==> src/rtl/bitstream_decoder.sv <==
// Decodes a unipolar stochastic bitstream by counting ones over each BITSTREAM-bit window
// and rescaling the count to a signed QUANT-bit value. Define BSDEC_SAT_EN to saturate a full window.
module bitstream_decoder #(
   parameter int BITSTREAM = 64,
   parameter int QUANT     = 8
) (
   input  logic             clk,
   input  logic             rst,
   input  logic             clear,
   input  logic             in_valid,
   input  logic             in_bit,
   output logic             in_ready,
   output logic             out_valid,
   input  logic             out_ready,
   output logic [QUANT-1:0] out_data,
   output logic             out_sat
);

   localparam int PW    = $clog2(BITSTREAM);
   localparam int SHIFT = QUANT - PW;
   localparam logic [PW-1:0]  LAST_POS = PW'(BITSTREAM - 1);
   localparam logic [QUANT:0] HALF     = (QUANT+1)'(1) << (QUANT - 1);

   generate
      if (BITSTREAM < 2 || (BITSTREAM & (BITSTREAM - 1)) != 0) begin : g_bs_check
         $error("bitstream_decoder: BITSTREAM must be a power of two");
      end
      if (QUANT < PW) begin : g_quant_check
         $error("bitstream_decoder: QUANT must be >= clog2(BITSTREAM)");
      end
   endgenerate

   logic [PW-1:0]    pos_q, pos_d;
   logic [PW:0]      ones_q, ones_d;
   logic             out_valid_q, out_valid_d;
   logic [QUANT-1:0] out_data_q, out_data_d;
   logic             out_sat_q, out_sat_d;

   logic             accept;
   logic             complete;
   logic [PW:0]      count;
   logic [QUANT-1:0] result;

   // Stall only when this bit would complete a window whose slot is still occupied.
   assign in_ready  = !(pos_q == LAST_POS && out_valid_q && !out_ready);
   assign out_valid = out_valid_q;
   assign out_data  = out_data_q;
   assign out_sat   = out_sat_q;

   always_comb begin
      accept      = in_valid && in_ready && !clear;
      complete    = accept && (pos_q == LAST_POS);
      count       = ones_q + (PW+1)'(in_bit);
      result      = QUANT'(((QUANT+1)'(count) << SHIFT) - HALF);
      pos_d       = pos_q;
      ones_d      = ones_q;
      out_valid_d = out_valid_q;
      out_data_d  = out_data_q;
      out_sat_d   = out_sat_q;

      if (clear) begin
         pos_d  = '0;
         ones_d = '0;
      end else if (accept) begin
         if (complete) begin
            pos_d  = '0;
            ones_d = '0;
         end else begin
            pos_d  = pos_q + PW'(1);
            ones_d = count;
         end
      end

      if (complete) begin
         out_valid_d = 1'b1;
`ifdef BSDEC_SAT_EN
         // The top count bit is set only for an all-ones window, the single out-of-range case.
         if (count[PW]) begin
            out_data_d = {1'b0, {(QUANT-1){1'b1}}};
            out_sat_d  = 1'b1;
         end else begin
            out_data_d = result;
            out_sat_d  = 1'b0;
         end
`else
         out_data_d = result;
         out_sat_d  = 1'b0;
`endif
      end else if (out_valid_q && out_ready) begin
         out_valid_d = 1'b0;
      end
   end

   always_ff @(posedge clk) begin
      if (rst) begin
         pos_q       <= '0;
         ones_q      <= '0;
         out_valid_q <= 1'b0;
         out_data_q  <= '0;
         out_sat_q   <= 1'b0;
      end else begin
         pos_q       <= pos_d;
         ones_q      <= ones_d;
         out_valid_q <= out_valid_d;
         out_data_q  <= out_data_d;
         out_sat_q   <= out_sat_d;
      end
   end

endmodule

==> config.mk <==
export PLATFORM = sky130hd
export DESIGN_NAME = bitstream_decoder
export DESIGN_NICKNAME = d
export VERILOG_FILES = /design/src/rtl/bitstream_decoder.sv
export SDC_FILE = /design/constraint.sdc
export NUM_CORES = 1
export LEC_CHECK = 0
export CAP_MARGIN = 20
export CORE_MARGIN = 2
export CORE_UTILIZATION = 53
export DETAILED_ROUTE_END_ITERATION = 8
export HOLD_SLACK_MARGIN = 0.03
export PLACE_DENSITY = 0.91
export SLEW_MARGIN = 40
export SYNTH_ARGS = -nofsm -noshare
export SYNTH_HDL_FRONTEND = slang
export SYNTH_SLANG_ARGS = --single-unit
==> constraint.sdc <==
create_clock -name clk -period 2.5 [get_ports clk]
set_clock_uncertainty 0.05 [all_clocks]
set_input_delay 0.625 -clock clk [delete_from_list [all_inputs] [get_ports clk]]
set_output_delay 0.625 -clock clk [all_outputs]
set_load 0.01 [all_outputs]
==> flow_summary.json <==
{
  "grt_usage": 0.203,
  "die_h_um": 45.2,
  "finalHoldViolCount": 0,
  "hpwl_um": 1370,
  "yosysWarnings": 0,
  "synth_commonest_cells": "dfxtp_1 (19), nor2_1 (9), a211oi_1 (5), a22o_1 (5), xnor2_1 (4)",
  "drtPass1Iterations": 4,
  "relSlewSlack": 0.577,
  "rrSetupSlack_ps": 880,
  "syn_avg_cell_area_sq_um": 9.76,
  "endpoint_kind": "output port",
  "ys_async_sr_fraction": 0,
  "outcome": "complete, no violations",
  "wl_per_cell_um": 14.0,
  "clkLatencyLatePin_ps": 300,
  "report.final.slew_viol_count": 0,
  "initial_core_util": 0.583,
  "ios": 17,
  "cts_tree": "built",
  "rr_startpoint": "out_valid",
  "hp-start": "out_data[7]",
  "synth_xor_area_frac": 0.0390,
  "syn_inst": 92,
  "p_leak_nw": 0.387,
  "yosys_register_bits": 19,
  "layout-drive-gt1-share": 0.170,
  "place.gp.congestion": 0.803,
  "antennaDiodeCount": 0,
  "grt_pass1_wl_um": 2990,
  "synth.most_common_cell": "dfxtp_1",
  "max-vdd-ir-drop_mv": 0.377,
  "via_count": 773,
  "synthDistinctLibCells": 36,
  "route.detailed.drc": 0,
  "dieArea_sq_mm": 0.00204,
  "post-route-period-util": 0.978,
  "final_util": 0.723,
  "finalSetupViolations": 0,
  "synth_area_leaders": "dfxtp_1 (42%), a22o_1 (4.9%), a211oi_1 (4.2%), ha_1 (4.2%), xnor2_1 (3.9%)",
  "min_path_type": "flip-flop to flip-flop",
  "cts_root_buf": "clkbuf_4",
  "nFillCells": 114,
  "nNetsFinal": 122,
  "drt_first_iter_violations": 15,
  "synth_area_sq_um": 898,
  "synth_top_family_by_area": "compound AO/OA/AOI/OAI gates",
  "numCtsBuffers": 3,
  "cts.path.max_buffers": 2,
  "grt_pass1_vias": 730,
  "synth-edff-count": 0,
  "areaGrowthSynthToFinish_pct": 24.1,
  "worst_slew_pin_slew_ps": 618,
  "yosysSeqAreaShare": 0.423,
  "port-buffer-count": 13,
  "cp.arrival_ps": 1770,
  "overflow": 0,
  "r2r-end": "ones_q[2]",
  "powerDensity_mw_per_mm2": 441,
  "cts.sinks": 19,
  "crit_type": "primary input to output port",
  "dpl_worst_slack_ps": 52.1,
  "routed_wirelength_um": 1800,
  "grt_max_degree": 12,
  "synthMuxAreaShare": 0.0334,
  "holdPathEnd": "out_data[7]",
  "finalWorstSetupSlack_ps": 55.1,
  "fp-row-count": 14,
  "startpoint_type": "primary input",
  "synthSimpleGateAreaFrac": 0.199,
  "crit_required_ps": 1820,
  "synth_compound_area_frac": 0.220,
  "vias_per_cell": 6.04,
  "antenna_left": 0,
  "synth_top_area_share": 0.423,
  "hold_depth": 2,
  "maxCapViolations": 0,
  "yosysTopAreaCell": "dfxtp_1",
  "core_area_sq_mm": 0.00154,
  "synth-main-ff-cell": "dfxtp_1",
  "clkTransAtPathRegs_ps": 110,
  "synth-adder-area-share": 0.0418,
  "min_period_ps": 2440,
  "htreeDepth": 1,
  "crit_fanout": 2,
  "max_freq_mhz": 409,
  "dieWidth_um": 45.2,
  "worst_r2r_path_depth": 5,
  "antenna_found_initial": 0
}
==> cell families (layout without fill, tap and decap cells) <==
logic type,count (synthesis),count (layout)
fa+ha+maj,3,3
compound gates,26,26
mux,3,3
buf+inv,6,24
other cells,1,3
xor+xnor,4,4
flops,19,19
simple gates,30,30
==> worst max-delay path by stage <==
stage	slack (ps)	end	startpoint	cells after the start
finish	60	in_ready	out_ready	4
global route	-4	in_ready	pos_q[1]	5
CTS	10	in_ready	pos_q[0]	5
detailed placement	50	in_ready	out_ready	4
global placement	50	in_ready	out_ready	4
floorplan	680	in_ready	pos_q[0]	4
==> per-stage QoR <==
step           hold WS (ps)  setup TNS, ps  total power (W)  cells  area, sq um
2_1_floorplan           404              0         0.000331     94          906
3_3_place_gp            419              0         0.000342    124         1070
3_5_place_dp            423              0         0.000342    124         1070
4_1_cts                 444              0         0.000494    128         1100
5_1_grt                 465          -4.11         0.000507    128         1110
6_report                438              0         0.000492    128         1110
==> power breakdown <==
group	leakage (nW)	switching, W	internal [W]	total, W
Clock	0.0177	0.0000964	0.0000597	0.000156
Sequential	0.154	0.00000188	0.000303	0.000305
Combinational	0.215	0.0000163	0.0000143	0.0000306
==> layout make-up <==
class / instances / area (sq um) / share of cell area
Clock buffer: 3 / 22.5 / 0.0202
Clock inverter: 1 / 5.00 / 0.00449
Inverter: 1 / 3.75 / 0.00337
Multi-Input combinational cell: 69 / 503 / 0.451
Sequential cell: 19 / 385 / 0.346
Tap cell: 16 / 20.0 / 0.0180
Timing Repair Buffer: 19 / 175 / 0.157
==> cell usage in the layout (no fill, tap or decap), types with 4 or more instances in the layout <==
| master | n |
|---|---|
| dfxtp_1 | 17 |
| clkdlybuf4s50_1 | 13 |
| nor2_1 | 9 |
| buf_4 | 6 |
| a22o_1 | 5 |
| a211oi_1 | 5 |
| xnor2_1 | 4 |
==> what timing repair did <==
action	4_1_cts	5_1_grt
cloned	0	0
setup buffers	0	0
pin swaps	0	0
endpoints found under the setup margin	1	1
resized for setup	3	2
hold buffers	0	0
==> state kept, by name, indices dropped and copies added (netlist names) <==
name and flops:
pos_q 6, out_valid 1, out_data 6, ones_q 6
==> critical path: stages <==
cell and delay, ps:
clkdlybuf4s50_1 400, nor2b_1 160, nand2_1 90, clkdlybuf4s50_1 490
==> layer usage <==
layer  wire [um]  global-route usage  vias up
li1            -                   -      379
met1         788               0.234      356
met2         837               0.337       27
met3          88              0.0400       11
met4          82               0.135        0
met5           0                   0        -
Power figures use the tool's default switching activity.
